**config.mk**
```make
export PLATFORM = sky130hd
export DESIGN_NAME = mem_wb_stage
export DESIGN_NICKNAME = d
export VERILOG_FILES = /design/src/rtl/mem_wb_stage.sv
export SDC_FILE = /design/constraint.sdc
export NUM_CORES = 1
export LEC_CHECK = 0
export CAP_MARGIN = 20
export CORE_UTILIZATION = 45
export DETAILED_ROUTE_END_ITERATION = 8
export PLACE_DENSITY = 0.82
export SYNTH_ARGS = -nofsm -noshare
export SYNTH_HDL_FRONTEND = slang
export SYNTH_SLANG_ARGS = --single-unit
```
**constraint.sdc**
```tcl
create_clock -name clk -period 2.7 [get_ports clk]
set_input_delay 0.54 -clock clk [delete_from_list [all_inputs] [get_ports clk]]
set_output_delay 0.54 -clock clk [all_outputs]
set_load 0.02 [all_outputs]
```
**src/rtl/mem_wb_stage.sv**
```systemverilog
`default_nettype none
// ============================================================================
// Module : mem_wb_stage
// Brief  : Memory-access / writeback pipeline stage with load-data hold on
//          stall. Optional MEM_MISALIGN_CHECK_EN blocks misaligned accesses.
// Rev    : 1.0  initial release
// ============================================================================
module mem_wb_stage (
  input  logic        clk,
  input  logic        rst,
  input  logic        in_valid,
  input  logic        stall,
  input  logic        flush,
  input  logic [31:0] instr,
  input  logic [31:0] pc,
  input  logic [31:0] alu_result,
  input  logic [31:0] rs2_data,
  output logic        dmem_en,
  output logic [29:0] dmem_addr,
  output logic [3:0]  dmem_we,
  output logic [31:0] dmem_din,
  input  logic [31:0] dmem_dout,
  output logic        wb_valid,
  output logic        wb_we,
  output logic [4:0]  wb_rd,
  output logic [31:0] wb_data,
  output logic        misaligned
);

  localparam logic [6:0] OPC_LOAD   = 7'b0000011;
  localparam logic [6:0] OPC_STORE  = 7'b0100011;
  localparam logic [6:0] OPC_OP     = 7'b0110011;
  localparam logic [6:0] OPC_OPIMM  = 7'b0010011;
  localparam logic [6:0] OPC_LUI    = 7'b0110111;
  localparam logic [6:0] OPC_AUIPC  = 7'b0010111;
  localparam logic [6:0] OPC_JAL    = 7'b1101111;
  localparam logic [6:0] OPC_JALR   = 7'b1100111;
  localparam logic [6:0] OPC_SYSTEM = 7'b1110011;

  logic [6:0]  in_opc;
  logic        in_is_load, in_is_store, in_mis, req;
  logic [3:0]  store_mask;
  logic        unused_instr_hi;

  logic        s_valid;
  logic [6:0]  s_opc;
  logic [4:0]  s_rd;
  logic [2:0]  s_f3;
  logic [31:0] s_pc, s_alu;
  logic [31:0] hold_data;
  logic        hold_valid;
  logic        s_mis, s_is_load, s_writes_rd;
  logic [31:0] ld_word, ld_data;
  logic [7:0]  ld_byte;
  logic [15:0] ld_half;

  assign in_opc          = instr[6:0];
  assign in_is_load      = (in_opc == OPC_LOAD);
  assign in_is_store     = (in_opc == OPC_STORE);
  assign unused_instr_hi = ^instr[31:15];

`ifdef MEM_MISALIGN_CHECK_EN
  function automatic logic mis_fn(input logic [6:0] opc, input logic [2:0] f3,
                                  input logic [1:0] a);
    logic r;
    r = 1'b0;
    if (opc == OPC_LOAD || opc == OPC_STORE) begin
      case (f3[1:0])
        2'b01:   r = a[0];
        2'b10:   r = (a != 2'b00);
        default: r = 1'b0;
      endcase
    end
    return r;
  endfunction
  assign in_mis = mis_fn(in_opc, instr[14:12], alu_result[1:0]);
  assign s_mis  = mis_fn(s_opc, s_f3, s_alu[1:0]);
`else
  assign in_mis = 1'b0;
  assign s_mis  = 1'b0;
`endif

  assign req       = ~rst & in_valid & ~stall & ~flush & ~in_mis & (in_is_load | in_is_store);
  assign dmem_en   = req;
  assign dmem_addr = alu_result[31:2];

  // Store data is replicated across lanes so the byte mask alone selects the target.
  always_comb begin
    store_mask = 4'b0000;
    dmem_din   = rs2_data;
    case (instr[13:12])
      2'b00: begin
        store_mask = 4'b0001 << alu_result[1:0];
        dmem_din   = {4{rs2_data[7:0]}};
      end
      2'b01: begin
        store_mask = 4'b0011 << {alu_result[1], 1'b0};
        dmem_din   = {2{rs2_data[15:0]}};
      end
      2'b10:   store_mask = 4'b1111;
      default: store_mask = 4'b0000;
    endcase
    dmem_we = (req & in_is_store) ? store_mask : 4'b0000;
  end

  always_ff @(posedge clk) begin
    if (rst) begin
      s_valid    <= 1'b0;
      s_opc      <= '0;
      s_rd       <= '0;
      s_f3       <= '0;
      s_pc       <= '0;
      s_alu      <= '0;
      hold_data  <= '0;
      hold_valid <= 1'b0;
    end else if (!stall) begin
      s_valid    <= in_valid & ~flush;
      s_opc      <= instr[6:0];
      s_rd       <= instr[11:7];
      s_f3       <= instr[14:12];
      s_pc       <= pc;
      s_alu      <= alu_result;
      hold_valid <= 1'b0;
    end else if (s_valid && s_is_load && !hold_valid) begin
      // Read data is only presented for one cycle; keep it for the stall duration.
      hold_data  <= dmem_dout;
      hold_valid <= 1'b1;
    end
  end

  assign s_is_load   = (s_opc == OPC_LOAD);
  assign s_writes_rd = (s_opc == OPC_LOAD)  || (s_opc == OPC_OP)    ||
                       (s_opc == OPC_OPIMM) || (s_opc == OPC_LUI)   ||
                       (s_opc == OPC_AUIPC) || (s_opc == OPC_JAL)   ||
                       (s_opc == OPC_JALR)  || (s_opc == OPC_SYSTEM);

  assign ld_word = hold_valid ? hold_data : dmem_dout;
  assign ld_half = s_alu[1] ? ld_word[31:16] : ld_word[15:0];

  always_comb begin
    case (s_alu[1:0])
      2'b00:   ld_byte = ld_word[7:0];
      2'b01:   ld_byte = ld_word[15:8];
      2'b10:   ld_byte = ld_word[23:16];
      default: ld_byte = ld_word[31:24];
    endcase
    case (s_f3)
      3'b000:  ld_data = {{24{ld_byte[7]}}, ld_byte};
      3'b001:  ld_data = {{16{ld_half[15]}}, ld_half};
      3'b100:  ld_data = {24'd0, ld_byte};
      3'b101:  ld_data = {16'd0, ld_half};
      default: ld_data = ld_word;
    endcase
    if (s_is_load)
      wb_data = ld_data;
    else if (s_opc == OPC_JAL || s_opc == OPC_JALR)
      wb_data = s_pc + 32'd4;
    else
      wb_data = s_alu;
  end

  assign wb_valid   = s_valid;
  assign wb_rd      = s_rd;
  assign wb_we      = s_valid & (s_rd != 5'd0) & s_writes_rd & ~s_mis;
  assign misaligned = s_valid & s_mis;

endmodule
`default_nettype wire
```
# Word-level counts from Yosys, hierarchy flattened
# Cells that the tools add are included.
[totals]
reg_bits = 113
inputBits = 165
word_cells = 66
[classes]
n_addsub = 1
n_eq_ne = 17
shift = 2
mux = 9
bitwise_logic = 12
n_reduce_logical = 17
[ops]
columns = ["op", "n"]
rows = [
  ["32-bit one-hot mux with 4 select lines", 1],
  ["32-bit two-way mux", 3],
  ["32-bit one-hot mux with 2 select lines", 1],
  ["32-bit by 3-bit adder with 32-bit output (second input constant)", 1],
  ["8-bit one-hot mux with 3 select lines", 1],
  ["7-bit by 6-bit equality test with 1-bit output (second input constant)", 3],
  ["7-bit equality test (second input constant)", 3],
  ["16-bit two-way mux", 1],
  ["7-bit by 2-bit equality test with 1-bit output (second input constant)", 2],
  ["7-bit by 5-bit equality test with 1-bit output (second input constant)", 2],
  ["4-bit one-hot mux with 3 select lines", 1],
  ["1-bit AND", 8],
  ["1-bit logical OR", 8],
  ["3-bit equality test (second input constant)", 2],
  ["5-bit nonzero test", 1],
  ["2-bit by 1-bit equality test with 1-bit output (second input constant)", 2],
  ["2-bit equality test (second input constant)", 2],
  ["2-bit logical NOT", 2],
  ["4-bit two-way mux", 1],
  ["1-bit by 2-bit << shifter with 4-bit output (first input constant)", 1],
  ["2-bit by 2-bit << shifter with 4-bit output (first input constant)", 1],
  ["3-bit by 1-bit equality test with 1-bit output (second input constant)", 1],
  ["3-bit logical NOT", 1],
  ["1-bit inverter", 3],
  ["5 further kinds", 6],
]

# Logic depth before layout (Yosys ltp)
[depth]
ltp_word = 9
depth_mapped = 7

# Worst setup path after synthesis
# OpenSTA, ideal clock, no wires.
[synth_timing]
path_kind = "register -> output"
from = "register s_opc[6]"
to = "output wb_data[23]"
arrival_time_ps = 1945
required_ps = 2160
slack_ps = 215
path_stages_with_launch = 7
path_buffers = 1
path_cell_list = "dfxtp_1 or4_4 or2_1 nand2_2 buf_4 nor2_1 a211oi_1"
[synth_between]
elab_chain_cells = 4
word_cells_on_any_way = 6
[synth_rtl]
columns = ["element", "line_no", "rtl"]
rows = [
  ["start: declaration", "46", "logic [6:0] s_opc;"],
  ["start signal: assignment", "118", "s_opc <= instr[6:0];"],
  ["7-bit equality test", "156", "else if (s_opc == OPC_JAL || s_opc == OPC_JALR)"],
  ["1-bit logical OR", "156", ""],
  ["32-bit two-way mux", "156", ""],
  ["32-bit two-way mux *", "154", "if (s_is_load)"],
  ["end: declaration", "26", "output logic [31:0] wb_data,"],
]
# Every way passes the cells marked *; elsewhere a longest branch is shown, timed or not.

# Worst setup path in the final report
[layout_timing]
from = "input dmem_dout[31]"
to = "output wb_data[28]"
[layout_between]
elab_chain_cells = 4
word_cells_on_any_way = 5
[layout_rtl]
columns = ["element", "line_no", "rtl"]
rows = [
  ["start: declaration", "22", "input logic [31:0] dmem_dout,"],
  ["32-bit two-way mux *", "137", "assign ld_word = hold_valid ? hold_data : dmem_dout;"],
  ["8-bit one-hot mux with 3 select lines or 16-bit two-way mux (tied branches)", "141, 138", ""],
  ["32-bit one-hot mux with 4 select lines *", "147", "case (s_f3)"],
  ["32-bit two-way mux *", "154", ""],
]
# Marks and branches as above.

==> impl_metrics.yaml <==
outcome:
  status: "finished, violations left"
  failed_checks: "negative setup slack"
logic_synthesis:
  synth-seq-cells: 113
  syn_inst: 817
  syn_area_per_cell_sq_um: 8.53
  synth_edf_count: 0
  yosysTopAreaCell: "dfxtp_1"
  synth_nets: 983
  ys_types: 55
  yosys_most_used_dff: "dfxtp_1"
  async_reset_ff_frac: 0
  synth_warnings: 0
  synth.area.top_cells: "dfxtp_1, mux2i_1, nor2_1"
  ys_seq_area_frac: 0.325
  synthDominantCellAreaShare: 0.325
  netlist_area_sq_um: 6970
route:
  drc: 0
  via_count: 7605
  ant_nets: 0
  wl_um: 26400
  wl_per_cell_um: 19.9
  drt_iter0_drc: 850
  viasPerCell: 5.73
  firstDrtPassIters: 6
cts:
  clk_path_buf_depth: 2
  cts_max_level: 4
  cts_tree: "yes"
  ctsHoldBuffers: 0
  cts-buffers-inserted: 17
  clk_latency_ps: 420
  clkSlewWorstSetupHoldPaths_ps: 50
  root_buffer: "clkbuf_16"
  cts.sinks: 113
min_path:
  hold_start: "hold_data[19]"
  min_path_type: "flop to flop"
  hold_end: "hold_data[19]"
  hold_depth: 2
sta:
  period_share: 1.09
  holdWs_ps: 455
  tightest_slew_ps: 820
  rsz0062_at_grt: "true"
  drv_slew: 0
  hold_viol: 0
  setup_violations: 29
  timing.final.ws_setup_ps: -231
  max_freq_ghz: 0.341
  max-slew-margin-rel: 0.453
  post-route-min-period_ps: 2930
  fin_skew_ps: 10.1
flow_run:
  cap_viol_max_count: 0
cells_and_area:
  fin_area_sq_um: 11300
  utilization: 0.743
  num_antenna_cells: 0
  fillCellCount: 978
  regArea_sq_um: 2270
  fin_nets: 1292
  drive_above_1_share: 0.286
  multi_input_area_sq_um: 4500
  area.growth.synth_to_final_pct: 61.6
place:
  place_ws_ps: -720
  place_area_sq_um: 10100
  place.port_buffers: 253
  hpwl_um: 18200
  routabilityCongestion: 0.983
critical_path:
  critical_path_required_ps: 2160
  max_stage_delay_ps: 520
  path_cells: "dlygate4sd2_1 > buf_4 > mux4_2 > nand3b_1 > nand3_4 > buf_12 > a21oi_4 > o22ai_1 > buf_4"
  crit_arrival_ps: 2390
  critPathCaptureType: "primary output"
  crit_type: "primary input to primary output"
  path_max_fanout: 8
  cp_num_cells: 9
  r2r-start: "s_opc[6]"
  critPathTopFamily: "buffers and inverters"
  r2r_slack_ps: 300
  critical-path-top-cell-by-count: "buf_4"
  cpMaxStageDelayCell: "mux4_2"
  r2r_end: "hold_data[13]"
  startpoint_type: "primary input"
  r2r_cells: 9
  cp_num_buf_inv: 4
global_routing:
  grt_max_degree: 77
  grt_overflow_total: 0
  grt_antenna_before_repair: 0
  grt_usage: 0.314
  grt_pass1_wl_um: 38700
  grt_pass1_vias: 7179
floorplanning:
  row_count: 45
  coreArea_sq_um: 15100
  pin_count: 272
  die_area_sq_um: 16000
  die_h_um: 126
  chipWidth_um: 126
  start_util: 0.460
power:
  power_density_nw_per_um2: 483
  finalPower_w: 0.00544
  p_leak_nw: 4.67
  max-vdd-ir-drop_mv: 0.481
-- how the worst max path moves through the flow --
stage	from	to	slack, ps
after CTS	s_alu[1]	wb_data[15]	-190
after global placement	dmem_dout[31]	wb_data[14]	-710
after floorplan	s_opc[6]	wb_data[23]	210
after global routing	s_pc[10]	wb_data[27]	-290
after detailed placement	dmem_dout[15]	wb_data[29]	-720
final	dmem_dout[31]	wb_data[28]	-230
-- tightest hold or removal path, cell delays in order, from the launching register on --
cell and delay, ps:
dfxtp_1 300, nand2_1 50, a21oi_1 50
-- where the power goes --
| group | switching, W | total (W) | internal (W) |
|---|---|---|---|
| sequential | 0.0000572 | 0.00180 | 0.00174 |
| combinational | 0.000590 | 0.00122 | 0.000634 |
| clock | 0.000803 | 0.00242 | 0.00161 |
-- synthesized netlist by cell type, types with 6 or more instances --
library cell / number
mux4_2: 10
mux2i_1: 108
nor3_1: 7
buf_4: 41
mux2_2: 35
a21oi_1: 71
a221o_1: 7
nand3_1: 19
clkbuf_1: 31
xor2_1: 19
buf_2: 10
buf_1: 11
o21ai_0: 29
dfxtp_1: 113
a211oi_1: 8
a211oi_2: 6
nand4_1: 7
nand2_1: 97
nor2_1: 111
xnor2_1: 8
-- state kept, by name, summed over array words and instances (netlist names) --
signal	cells
hold_data	32
hold_valid	1
s_alu	32
s_f3	3
s_opc	7
s_pc	32
wb_rd	5
wb_valid	1
-- kinds of logic after synthesis --
kind of cell	share of synthesized area
simple gates	0.185
mux	0.244
compound gates	0.125
flops	0.325
buf+inv	0.0848
xor+xnor	0.0339
fa+ha+maj	0.00180
other cells	0.000538
-- final cells by class --
cell class                 count  share of cell area
clock buffer                  23              0.0424
clock inverter                 9              0.0137
multi-input combinational    601               0.400
timing repair buffer         388               0.320
inverter                       5             0.00167
tap                          188              0.0209
sequential                   113               0.202
-- through the flow --
stage	TNS, ps	cells
2_1_floorplan	0	817
3_3_place_gp	-21000	1275
3_5_place_dp	-22070	1275
4_1_cts	-3960	1312
5_1_grt	-5370	1327
6_report	-4320	1327
-- timing repair --
item | 4_1_cts | 5_1_grt
cloned | 2 | 0
endpoints found under the setup margin | 55 | 43
endpoints found under the hold margin | 0 | 0
pin swaps | 20 | 23
gates resized for setup | 279 | 76
setup buffers | 5 | 19
-- routing by layer --
layer	GRT usage	share of wire	vias to the layer above
met3	0.0704	0.085	77
met5	0	0	-
li1	-	-	3455
met1	0.420	0.42	3627
met2	0.500	0.46	446
met4	0.103	0.031	0
-- cell usage in the layout (no fill, tap or decap), drive strengths merged, types with 26 or more instances in the layout --
master           n
clkdlybuf4s50  181
buf            171
dfxtp          113
nor2           113
mux2i          108
nand2           98
a21oi           71
mux2            35
o21ai           30
dlygate4sd2     26
(Power assumes the default switching activity.)
